[src/rtl/if_fetch.sv]
// Instruction fetch: sequential PC generation, credit-limited imem requests, response queue to ID.
// FETCH_PERF_EN adds perf_fetched/perf_bubbles. ADDR_W/INSTR_W fall back to 32 if config.vh is absent.
`ifndef ADDR_W
`define ADDR_W 32
`endif
`ifndef INSTR_W
`define INSTR_W 32
`endif

module if_fetch #(
    parameter int                 DEPTH    = 2,
    parameter logic [`ADDR_W-1:0] RESET_PC = '0
) (
    input  logic                clk,
    input  logic                areset,
    input  logic                redirect,
    input  logic [`ADDR_W-1:0]  redirect_pc,
    output logic                imem_req,
    output logic [`ADDR_W-1:0]  imem_addr,
    input  logic                imem_ready,
    input  logic                imem_rsp_valid,
    input  logic [`INSTR_W-1:0] imem_rsp_data,
    output logic                id_valid,
    output logic [`ADDR_W-1:0]  id_pc,
    output logic [`INSTR_W-1:0] id_instr,
    input  logic                id_ready
`ifdef FETCH_PERF_EN
    ,
    output logic [31:0]         perf_fetched,
    output logic [31:0]         perf_bubbles
`endif
);

    localparam int AW = `ADDR_W;
    localparam int IW = `INSTR_W;
    localparam int CW = $clog2(DEPTH + 1);
    localparam int PW = (DEPTH > 1) ? $clog2(DEPTH) : 1;

    logic [AW-1:0] fetch_pc, rsp_pc;
    logic [CW-1:0] pend, drop, count;
    logic [PW-1:0] head, tail;
    logic [AW-1:0] pc_mem    [DEPTH];
    logic [IW-1:0] instr_mem [DEPTH];

    logic [CW+1:0] used;
    logic          accept, rsp_stale, push, pop;

    function automatic logic [PW-1:0] next_ptr(input logic [PW-1:0] ptr);
        return (ptr == PW'(DEPTH - 1)) ? '0 : ptr + PW'(1);
    endfunction

    // Every request either in flight (live or stale) or queued holds one credit.
    assign used      = {2'b00, pend} + {2'b00, drop} + {2'b00, count};
    assign imem_req  = !areset && !redirect && (used < (CW+2)'(DEPTH));
    assign imem_addr = fetch_pc;
    assign accept    = imem_req && imem_ready;
    assign rsp_stale = imem_rsp_valid && (drop != '0);
    assign push      = imem_rsp_valid && (drop == '0) && !redirect;
    assign id_valid  = (count != '0);
    assign pop       = id_valid && id_ready && !redirect;
    assign id_pc     = id_valid ? pc_mem[head]    : '0;
    assign id_instr  = id_valid ? instr_mem[head] : '0;

    always_ff @(posedge clk or posedge areset) begin
        if (areset) begin
            fetch_pc <= RESET_PC;
            rsp_pc   <= RESET_PC;
            pend     <= '0;
            drop     <= '0;
            count    <= '0;
            head     <= '0;
            tail     <= '0;
        end else if (redirect) begin
            // Live requests turn stale; a response arriving now retires one of them.
            fetch_pc <= redirect_pc;
            rsp_pc   <= redirect_pc;
            pend     <= '0;
            drop     <= drop + pend - CW'(imem_rsp_valid);
            count    <= '0;
            head     <= '0;
            tail     <= '0;
        end else begin
            if (accept)
                fetch_pc <= fetch_pc + AW'(4);
            if (rsp_stale)
                drop <= drop - CW'(1);
            if (push) begin
                rsp_pc <= rsp_pc + AW'(4);
                tail   <= next_ptr(tail);
            end
            if (pop)
                head <= next_ptr(head);
            pend  <= pend + CW'(accept) - CW'(push);
            count <= count + CW'(push) - CW'(pop);
        end
    end

    always_ff @(posedge clk) begin
        if (push) begin
            pc_mem[tail]    <= rsp_pc;
            instr_mem[tail] <= imem_rsp_data;
        end
    end

`ifdef FETCH_PERF_EN
    always_ff @(posedge clk or posedge areset) begin
        if (areset) begin
            perf_fetched <= '0;
            perf_bubbles <= '0;
        end else begin
            if (pop)
                perf_fetched <= perf_fetched + 32'd1;
            if (id_ready && !id_valid)
                perf_bubbles <= perf_bubbles + 32'd1;
        end
    end
`endif

endmodule

[config.mk]
export PLATFORM = sky130hd
export DESIGN_NAME = if_fetch
export DESIGN_NICKNAME = d
export VERILOG_FILES = /design/src/rtl/if_fetch.sv
export SDC_FILE = /design/constraint.sdc
export NUM_CORES = 1
export LEC_CHECK = 0
export CORE_MARGIN = 2
export CORE_UTILIZATION = 52
export DETAILED_ROUTE_END_ITERATION = 16
export GPL_TIMING_DRIVEN = 0
export PLACE_DENSITY = 0.82
export SLEW_MARGIN = 0
export SYNTH_ARGS = -nofsm -noshare
export SYNTH_HDL_FRONTEND = slang
export SYNTH_SLANG_ARGS = --single-unit
[constraint.sdc]
create_clock -name clk -period 4.5 [get_ports clk]
set_input_delay 0.9 -clock clk [delete_from_list [all_inputs] [get_ports clk]]
set_output_delay 0.9 -clock clk [all_outputs]
set_load 0.1 [all_outputs]
* Word level (Yosys, flattened, before mapping)
Memories as Yosys holds them, arrays and structs flattened.
Cells that the tools add are included.
** Storage, ports and cells
- Register bits after elaboration :: 72
- Memory bits (writable) :: 128
- Output and inout port bits :: 98
- Memories kept :: 2
** Memory list
- instr_mem :: words 2, bits a word 32, read ports 1, clocked after memory_dff 0, write ports 1, RTL line 43 : logic [IW-1:0] instr_mem [DEPTH];
- pc_mem :: words 2, bits a word 32, read ports 1, clocked after memory_dff 0, write ports 1, RTL line 42 : logic [AW-1:0] pc_mem [DEPTH];
** Cells by class
- $add $sub $neg :: 13
- Order comparisons :: 1
- Multiplexer cells :: 18
- Reductions and logical operators :: 17
** Operator list (number)
- 2-to-1 mux 32 bit :: 6
- adder 32 x 3 -> 32 bit, second input constant :: 2
- nonzero test 2 bit :: 6
- logical AND 1 bit :: 8
- 2-to-1 mux 1 bit :: 8
- 2-to-1 mux 2 bit :: 4
- subtractor 2 x 1 -> 2 bit :: 3
- adder 2 x 1 -> 2 bit :: 2
- adder 3 x 2 -> 4 bit :: 1
- less-than comparator 4 x 2 -> 1 bit, second input constant :: 1
- adder 2 x 2 -> 3 bit :: 1
- adder 1 bit, second input constant :: 2
- adder 2 bit :: 1
- logical NOT 1 bit :: 2
- logical NOT 2 bit :: 1
- subtractor 2 x 1 -> 2 bit, second input constant :: 1

* Longest topological paths before layout
Gate-level depths: netlist of the first run.
- Word-level depth :: 8
- Depth in mapped cells :: 13

* Worst setup path after synthesis of the first run
OpenSTA, ideal clock, no wires.
- Kind :: input-to-reg
- Start :: input redirect
- End :: memory instr_mem[0][0] (netlist name) (enable)
- Setup time :: 486 ps
- Arrival time :: 4061 ps
- Data required time :: 4014 ps
- Slack :: -48 ps
- Cell stages on the path :: 4
- Path buffers :: 1
- Path through :: clkbuf_1 clkinv_1 nand3_1 nor2_1
** On the way
- Word-level cells in the longest chain between the ends :: 4
** RTL lines
- start, declared :: RTL line 16 : input logic redirect,
- logical NOT 1 bit :: RTL line 58 : assign push = imem_rsp_valid && (drop == '0) && !redirect;
- logical AND 1 bit :: RTL line 58
- 2-to-1 mux 1 bit :: RTL line 99 : if (push) begin
- 2-to-1 mux 1 bit (not written as such) :: RTL line 101 : instr_mem[tail] <= imem_rsp_data;
- end, declared :: RTL line 43
No other way between the ends.

* Final worst setup path of the first run
- Start :: input redirect
- End :: output imem_req
** On the way
- Word-level cells in the longest chain between the ends :: 3
** RTL lines
- logical NOT 1 bit :: RTL line 54 : assign imem_req = !areset && !redirect && (used < (CW+2)'(DEPTH));
- logical AND 1 bit (2 in series) :: RTL line 54
- end, declared :: RTL line 18 : output logic imem_req,
No other way between the ends.

==> results of run 1 <==
==> repair_timing <==
action / in CTS / in global routing
setup endpoints to repair: 0 / 11
setup buffers: 0 / 0
resized for setup: 0 / 11
==> sequential cells by signal, summed over array words and instances (netlist names) <==
| signal | flops |
|---|---|
| count | 2 |
| head | 1 |
| instr_mem | 64 |
| pend | 2 |
| rsp_pc | 32 |
| imem_addr | 32 |
| tail | 1 |
| pc_mem | 64 |
| drop | 2 |
==> metal layers <==
metal | share of wire, % | global-route usage, % | vias up | routed length, µm
met3 | 8.0 | 3.89 | 43 | 1590
met2 | 47 | 35.2 | 341 | 9270
met4 | 2.8 | 10.2 | 0 | 548
li1 | - | - | 2997 | -
met1 | 42 | 31.1 | 2983 | 8430
met5 | 0 | 0 | - | 0
==> metrics by stage <==
| stage | worst slack [ps] | instances | cell area [µm²] | util, % |
|---|---|---|---|---|
| floorplan | 1020 | 717 | 8830 | - |
| global placement | -787 | 1104 | 10800 | 65.0 |
| detailed placement | 164 | 1105 | 10800 | 65.2 |
| CTS | 66.5 | 1137 | 11400 | 68.5 |
| global route | 3.07 | 1137 | 11400 | 68.7 |
| finish | 145 | 1137 | 11400 | 68.7 |
==> worst max path at each step <==
stage / to / slack, ps / cells after the start / start
3_3_place_gp: instr_mem[0][4]$_DFFE_PP_ / -790 / 5 / redirect
2_1_floorplan: instr_mem[0][0]$_DFFE_PP_ / 1020 / 4 / redirect
6_report: imem_req / 150 / 5 / redirect
3_5_place_dp: imem_req / 160 / 5 / redirect
5_1_grt: id_instr[10] / 3 / 5 / head$_DFFE_PP0P_
4_1_cts: id_pc[14] / 70 / 5 / head$_DFFE_PP0P_
==> Yosys cell counts (all sizes together) (5+ instances only) <==
cell type	count	area, µm²
and2	6	37.5
o21ai	47	235
nand2	60	225
mux2i	65	651
and4	5	43.8
nand3	33	165
nor2	91	358
nor3	5	25.0
a21oi	8	40.0
ha	12	150
dfrtp	72	1800
o311ai	5	51.3
o211ai	12	95.1
edfxtp	128	3840
clkbuf	23	86.3
and3	12	75.1
nand4	28	181
xor2	30	263
inv	24	90.1
xnor2	9	78.8
nor4	8	65.1
mux2	5	56.3
buf	6	22.5
==> power breakdown <==
group / internal (mW) / switching [mW] / total, mW / leakage (nW)
clock network: 0.753 / 0.679 / 1.43 / 0.284
logic: 0.586 / 1.74 / 2.32 / 1.97
registers: 2.14 / 0.139 / 2.28 / 2.04
==> layout make-up <==
cell class                 instances  area [µm²]  share of cell area, %
timing repair buffer             168        1720                   15.1
tap                              220         275                   2.42
clock inverter                    14         109                  0.956
clock buffer                      18         450                   3.95
multi-input combinational        463        2990                   26.2
sequential                       200        5650                   49.6
inverter                          25        96.3                  0.846
buffer                            29         109                  0.956
==> kinds of logic after synthesis <==
kind of cell | count (synthesis) | share of synthesized area, %
buf+inv | 54 | 2.30
mux | 70 | 8.01
fa+ha+maj | 13 | 1.93
compound gates | 84 | 5.84
xor+xnor | 39 | 3.87
flops | 200 | 64.0
simple gates | 257 | 14.1
==> flow_metrics.env, run 1 <==
export IMPL_start_util_pct=53.2
export IMPL_r2r_start="pend[1]$_DFF_PP0_"
export IMPL_grt_use_total_pct=22.5
export IMPL_leakage_nw=4.29
export IMPL_critical_path_cell_chain="clkdlybuf4s50_1, clkbuf_1, nor4_1, and2_1, clkdlybuf4s50_1"
export IMPL_rsz0062_at_grt="no"
export IMPL_ys_types=46
export IMPL_layout_nets=987
export IMPL_die_area_um2=18000
export IMPL_status="completed"
export IMPL_holdWs_ps=472
export IMPL_r2r_slack_ps=1060
export IMPL_vias_per_cell=5.60
export IMPL_p_per_area_nw_per_um2=529
export IMPL_worstHoldPathCells=0
export IMPL_final_cell_mix="clkdlybuf4s50_1 (156), edfxtp_1 (128), nor2_1 (89)"
export IMPL_hold_viol_final=0
export IMPL_cts_sinks=200
export IMPL_setup_viol=0
export IMPL_clkTransAtPathRegs_ps=70
export IMPL_drive_gt1_share_pct=5.34
export IMPL_synth_edf_count=128
export IMPL_wl_per_cell_um=17.5
export IMPL_finalSetupTns_ps=0
export IMPL_num_antenna_cells=0
export IMPL_cts_hold_buf=0
export IMPL_area_delta_synth_final_pct=29.1
export IMPL_ys_seq_elements=200
export IMPL_grt_pass1_vias=6015
export IMPL_ioPinCount=168
export IMPL_syn_inst=717
export IMPL_crit_buf_inv=3
export IMPL_ant_nets=0
export IMPL_path_class="primary input to output port"
export IMPL_num_vias=6364
export IMPL_gr_total_overflow=0
export IMPL_crit_family="buffers and inverters"
export IMPL_clk_path_buf_depth=2
export IMPL_tightest_slew_ps=1060
export IMPL_num_fill_cells=1198
export IMPL_syn_area_per_cell_um2=12.3
export IMPL_finClkSkew_ps=14.6
export IMPL_synth_cell_area_um2=8830
export IMPL_grt_max_degree=73
export IMPL_cp_required_ps=3600
export IMPL_fin_crit_sh_pct=96.8
export IMPL_yosysSeqAreaShare_pct=64.0
export IMPL_maxSlewHeadroom_pct=28.4
export IMPL_synth_nets=800
export IMPL_grt_pass1_wl_um=31200
export IMPL_min_to="pc_mem[1][0]$_DFFE_PP_"
export IMPL_grt_antenna_before_repair=0
export IMPL_drt_iter0_markers=489
export IMPL_endpoint_kind="output port"
export IMPL_portBuffers=167
export IMPL_async_reset_ff_share_pct=36.0
export IMPL_ys_warnings_count=0
export IMPL_cts_tree="built"
export IMPL_ys_flop_type="edfxtp_1"
export IMPL_maxCapViolCount=0
export IMPL_period_minus_slack_ps=4350
export IMPL_hold_class="register to register"
export IMPL_critPathArrivalTime_ps=3450
export IMPL_firstDrtPassIters=5
export IMPL_slowest_stage="clkdlybuf4s50_1"
export IMPL_final_common_cell="clkdlybuf4s50_1"
export IMPL_rows=47
export IMPL_fp_coreArea_um2=16600
export IMPL_cp_max_fo=10
export IMPL_wl_um=19800
export IMPL_worstHoldStart="rsp_pc[0]$_DFFE_PP0P_"
export IMPL_chipWidth_um=134
export IMPL_insertion_delay_ps=440
export IMPL_path_common_cell="clkdlybuf4s50_1"
export IMPL_route_detailed_drc=0
export IMPL_gp_congestion=0.913
export IMPL_cts_root_buf="clkbuf_16"
export IMPL_max_stage_delay_ps=1120
export IMPL_startpoint_type="primary input"
export IMPL_htreeDepth=4
export IMPL_rr_endpoint="pend[0]$_DFF_PP0_"
export IMPL_power_mw=6.03
export IMPL_vdd_drop_max_mv=0.310
export IMPL_fmax_ghz=0.230
export IMPL_slew_viol_final=0
export IMPL_r2r_cells=12
export IMPL_cts_buffers=17
export IMPL_hpwl_um=13900
export IMPL_fp_dieH_um=134
Note: power is estimated with default switching activity, not from simulation.
==> inputs of run 2 (changes only) <==
--- a/config.mk
+++ b/config.mk
@@ -8,9 +8,8 @@
 export CORE_MARGIN = 2
 export CORE_UTILIZATION = 52
 export DETAILED_ROUTE_END_ITERATION = 16
-export GPL_TIMING_DRIVEN = 0
 export PLACE_DENSITY = 0.82
-export SLEW_MARGIN = 0
+export SLEW_MARGIN = 20
 export SYNTH_ARGS = -nofsm -noshare
 export SYNTH_HDL_FRONTEND = slang
 export SYNTH_SLANG_ARGS = --single-unit
==> run 2 against run 1 <==
Net effect:
- non-clock buffer count is 17 lower
- power is 0.34% lower
- combinational power is 3% lower
- critical endpoint is now id_pc[30]
- largest cell class unchanged
- largest power group is now sequential cells
==> flow_metrics.env, run 2 (same netlist as run 1, synthesis figures left out) <==
export IMPL_finalSetupTns_ps=0
export IMPL_cts_buffers=17
export IMPL_cp_max_fo=35
export IMPL_rsz0062_at_grt="no"
export IMPL_clkTransAtPathRegs_ps=60
export IMPL_gp_congestion=0.834
export IMPL_status="completed"
export IMPL_num_antenna_cells=0
export IMPL_critPathArrivalTime_ps=2710
export IMPL_die_area_um2=18000
export IMPL_period_minus_slack_ps=3610
export IMPL_clk_path_buf_depth=2
export IMPL_final_common_cell="edfxtp_1"
export IMPL_leakage_nw=4.19
export IMPL_area_delta_synth_final_pct=27.5
export IMPL_cp_required_ps=3600
export IMPL_vdd_drop_max_mv=0.311
export IMPL_max_stage_delay_ps=1130
export IMPL_cts_sinks=200
export IMPL_fp_dieH_um=134
export IMPL_ioPinCount=168
export IMPL_drt_iter0_markers=421
export IMPL_fp_coreArea_um2=16600
export IMPL_cts_tree="built"
export IMPL_ant_nets=0
export IMPL_portBuffers=167
export IMPL_wl_per_cell_um=17.3
export IMPL_grt_max_degree=73
export IMPL_gr_total_overflow=0
export IMPL_dpl_instance_area_um2=10700
export IMPL_hold_viol_final=0
export IMPL_maxSlewHeadroom_pct=33.5
export IMPL_p_per_area_nw_per_um2=534
export IMPL_slew_viol_final=0
export IMPL_setup_viol=0
export IMPL_layout_nets=970
export IMPL_reg_top3="instr_mem: 64 flops, pc_mem: 64 flops"
export IMPL_fin_crit_sh_pct=80.3
export IMPL_hold_class="register to register"
export IMPL_r2r_slack_ps=1190
export IMPL_grt_pass1_wl_um=30800
export IMPL_hpwl_um=13100
export IMPL_grt_use_total_pct=21.9
export IMPL_endpoint_kind="output port"
export IMPL_htreeDepth=4
export IMPL_finClkSkew_ps=12.0
export IMPL_path_class="register to output port"
export IMPL_start_util_pct=53.2
export IMPL_slowest_stage="clkdlybuf4s50_1"
export IMPL_stdcell_area_um2=11300
export IMPL_wl_um=19400
export IMPL_worstSetupStartpoint="head$_DFFE_PP0P_"
export IMPL_startpoint_type="register"
export IMPL_cts_root_buf="clkbuf_16"
export IMPL_chipWidth_um=134
export IMPL_final_cell_mix="edfxtp_1 (128), clkdlybuf4s50_1 (124), nor2_1 (88)"
export IMPL_maxCapViolCount=0
export IMPL_cts_hold_buf=0
export IMPL_vias_per_cell=5.59
export IMPL_insertion_delay_ps=430
export IMPL_firstDrtPassIters=8
export IMPL_critical_path_cell_chain="mux2i_1, nor2_1, clkdlybuf4s50_1"
export IMPL_grt_pass1_vias=5998
export IMPL_tightest_slew_ps=995
export IMPL_postCtsSetupBuffers=0
export IMPL_num_vias=6264
export IMPL_route_detailed_drc=0
export IMPL_r2r_start="pend[1]$_DFF_PP0_"
export IMPL_grt_antenna_before_repair=0
export IMPL_power_mw=6.01
export IMPL_worstHoldStart="rsp_pc[1]$_DFFE_PP0P_"
export IMPL_rows=47
export IMPL_fmax_ghz=0.277
export IMPL_num_fill_cells=1226
export IMPL_drive_gt1_share_pct=11.4
export IMPL_cts_resized_gates=0
[run 2: changes by cell type in the layout (fill, tap and decap cells not counted), moves of 2 or more]
cell             before  now
buf_1                 6    0
buf_4                 0   54
bufinv_16             0    2
clkbuf_1             23    3
clkdlybuf4s50_1     156  124
clkinvlp_4            0    3
dlymetal6s2s_1       11    0
inv_4                 3    0
inv_6                 5    1
[run 2: worst paths after layout]
kind	depth (start not counted)	endpoint
max in group asynchronous	3	head$_DFFE_PP0P_
max reg2reg	10	imem_addr[12]$_DFFE_PP0P_
min reg2reg	0	pc_mem[0][1]$_DFFE_PP_
min in group asynchronous	3	count[0]$_DFF_PP0_
min	0	pc_mem[0][1]$_DFFE_PP_
max	3	id_pc[30]
[run 2: critical path, delay by kind of cell (launching register included)]
kind | cells | cell delay [ps]
muxes | 1 | 200
DFF | 1 | 800
buffers and inverters | 1 | 1130
and+or+nand+nor | 1 | 120
[run 2: final cells by class]
type / instances / area (µm²) / area share, %
Clock inverter: 12 / 128 / 1.13
Inverter: 25 / 93.8 / 0.834
Multi-Input combinational cell: 463 / 3000 / 26.7
Timing Repair Buffer: 180 / 1670 / 14.9
Tap cell: 220 / 275 / 2.45
Clock buffer: 20 / 437 / 3.88
Sequential cell: 200 / 5650 / 50.2
[run 2: metal layers]
| metal | vias to the layer above | share of wire, % | wire length [µm] | global-route usage [%] |
|---|---|---|---|---|
| li1 | 2953 | - | - | - |
| met1 | 2993 | 43 | 8380 | 31.0 |
| met2 | 294 | 47 | 9060 | 33.9 |
| met3 | 24 | 8.6 | 1670 | 4.80 |
| met4 | 0 | 1.5 | 289 | 7.43 |
| met5 | - | 0 | 0 | 0 |
[run 2: stage by stage]
| stage | instances | hold WS (ps) | util [%] | setup WS, ps |
|---|---|---|---|---|
| finish | 1120 | 480 | 67.9 | 888 |
| floorplan | 717 | 442 | - | 1020 |
| CTS | 1120 | 485 | 67.9 | 845 |
| global route | 1120 | 493 | 67.9 | 777 |
| global placement | 1088 | 453 | 64.4 | 1210 |
| detailed placement | 1088 | 470 | 64.5 | 1170 |
[run 2: power by group]
group	total [mW]	switching (mW)	internal (mW)	leakage (nW)
Combinational	2.25	1.69	0.561	1.88
Clock	1.45	0.631	0.816	0.268
Sequential	2.31	0.171	2.14	2.04
==> inputs of run 3 (changes only) <==
==> constraint.sdc (replaced) <==
create_clock -name clk -period 3.65 [get_ports clk]
set_input_delay 0.73 -clock clk [delete_from_list [all_inputs] [get_ports clk]]
set_output_delay 0.73 -clock clk [all_outputs]
set_load 0.1 [all_outputs]
==> run 3 against run 2 <==
Net effect:
- die area unchanged
- power increased by 23%
- global-route usage decreased by 0.13 points
- critical path depth increased by 4
- combinational power increased by 23%
- setup slack got worse by 450 ps
- sequential share of layout area increased by 0.14 points
- non-clock buffer count increased by 2
- register-to-register slack got worse by 670 ps
- final cell count increased by 0.18%
- clock power increased by 23%
- largest cell class unchanged
- largest power group unchanged
==> flow_metrics.env, run 3 (same netlist as run 1, synthesis figures left out) <==
export IMPL_status="completed"
export IMPL_clkPwrFrac_pct=24.0
export IMPL_rows=47
export IMPL_wl_um=19300
export IMPL_crit_buf_inv=3
export IMPL_ant_nets=0
export IMPL_wl_per_cell_um=17.2
export IMPL_cts_sinks=200
export IMPL_route_detailed_drc=0
export IMPL_start_util_pct=53.2
export IMPL_r2r_slack_ps=520
export IMPL_cts_buffers=17
export IMPL_clkTransAtPathRegs_ps=70
export IMPL_area_delta_synth_final_pct=27.1
export IMPL_final_common_cell="edfxtp_1"
export IMPL_insertion_delay_ps=430
export IMPL_grt_use_total_pct=21.8
export IMPL_cts_hold_buf=0
export IMPL_grt_antenna_before_repair=0
export IMPL_busiest_layer="met2"
export IMPL_p_seq_share_pct=38.5
export IMPL_setup_slack_ps=438
export IMPL_max_stage_delay_ps=540
export IMPL_hold_class="register to register"
export IMPL_finalSetupTns_ps=0
export IMPL_gr_total_overflow=0
export IMPL_fmax_ghz=0.311
export IMPL_use_met2_pct=33.8
export IMPL_seq_area_um2=5650
export IMPL_period_minus_slack_ps=3210
export IMPL_finClkSkew_ps=9.64
export IMPL_hpwl_um=13300
export IMPL_power_mw=7.39
export IMPL_tightest_slew_ps=984
export IMPL_vias_per_cell=5.57
export IMPL_switching_share_pct=41.7
export IMPL_p_switching_mw=3.08
export IMPL_postCtsSetupBuffers=0
export IMPL_die_area_um2=18000
export IMPL_slew_viol_final=0
export IMPL_endpoint_kind="output port"
export IMPL_vdd_drop_max_mv=0.426
export IMPL_stdcell_area_um2=11200
export IMPL_multi_input_area_um2=2990
export IMPL_dp_slack_ps=598
export IMPL_fin_crit_sh_pct=88.0
export IMPL_path_common_cell="inv_1"
export IMPL_grt_max_degree=65
export IMPL_num_vias=6245
export IMPL_drt_iter0_markers=472
export IMPL_holdWs_ps=491
export IMPL_portBuffers=167
export IMPL_ioPinCount=168
export IMPL_setup_viol=0
export IMPL_cts_root_buf="clkbuf_16"
export IMPL_grt_pass1_vias=5865
export IMPL_hold_viol_final=0
export IMPL_num_antenna_cells=0
export IMPL_critPathArrivalTime_ps=2480
export IMPL_cp_required_ps=2920
export IMPL_cp_max_fo=3
export IMPL_rsz0062_at_grt="no"
export IMPL_cts_resized_gates=0
export IMPL_utilization_pct=67.7
export IMPL_clk_path_buf_depth=2
export IMPL_p_per_area_nw_per_um2=659
export IMPL_power_frac_comb_pct=37.5
export IMPL_use_met3_pct=4.95
export IMPL_final_cell_mix="edfxtp_1 (128), clkdlybuf4s50_1 (99), nor2_1 (88)"
export IMPL_chipWidth_um=134
export IMPL_place_inst=1090
export IMPL_drive_gt1_share_pct=14.0
export IMPL_startpoint_type="register"
export IMPL_maxCapViolCount=0
export IMPL_cts_tree="built"
export IMPL_p_int_mw=4.31
export IMPL_reg_top3="instr_mem: 64 flops, pc_mem: 64 flops"
export IMPL_slowest_stage="fa_1"
export IMPL_firstDrtPassIters=6
export IMPL_path_class="register to output port"
export IMPL_grt_pass1_wl_um=30500
export IMPL_gp_congestion=0.824
export IMPL_fp_coreArea_um2=16600
export IMPL_stdcell_count=1122
export IMPL_num_fill_cells=1220
export IMPL_maxSlewHeadroom_pct=34.2
export IMPL_grtUsageMet1_pct=30.9
export IMPL_dpl_instance_area_um2=10700
export IMPL_leakage_nw=4.24
export IMPL_htreeDepth=4
export IMPL_crit_family="adder cells"
export IMPL_fp_dieH_um=134
export IMPL_critical_path_cell_chain="inv_1, fa_1, inv_1, ha_1, nor4_1, and2_1, buf_4"
export IMPL_layout_nets=972
-- run 3: path summary, 6_finish.rpt --
path,start,cells after the start,end
hold / removal,rsp_pc[1]$_DFFE_PP0P_,0,pc_mem[1][1]$_DFFE_PP_
setup / recovery,pend[1]$_DFF_PP0_,7,imem_req
min in group asynchronous,areset,2,rsp_pc[15]$_DFFE_PP0N_
max in group asynchronous,areset,3,imem_addr[5]$_DFFE_PP0P_
hold reg to reg,rsp_pc[1]$_DFFE_PP0P_,0,pc_mem[1][1]$_DFFE_PP_
setup reg to reg,pend[1]$_DFF_PP0_,10,imem_addr[8]$_DFFE_PP0P_
-- run 3: per-layer routing --
layer | part of all wire, % | up-vias | wire length [µm]
met5 | 0 | - | 0
li1 | - | 2955 | -
met3 | 7.8 | 29 | 1490
met4 | 1.4 | 0 | 269
met2 | 46 | 258 | 8950
met1 | 44 | 3003 | 8540
-- run 3: power by group through the flow --
stage	Clock, mW	Sequential, mW	Combinational (mW)
2_1_floorplan	0	3.16	1.82
3_3_place_gp	0	2.87	2.75
3_5_place_dp	0	2.88	2.77
4_1_cts	1.81	2.84	2.78
5_1_grt	1.88	2.87	2.89
6_report	1.78	2.85	2.77
-- run 3: cell type report --
type	instances	share of cell area (%)
Inverter	25	0.836
Tap cell	220	2.45
Multi-Input combinational cell	463	26.7
Clock buffer	18	3.82
Clock inverter	14	1.17
Sequential cell	200	50.3
Timing Repair Buffer	182	14.7
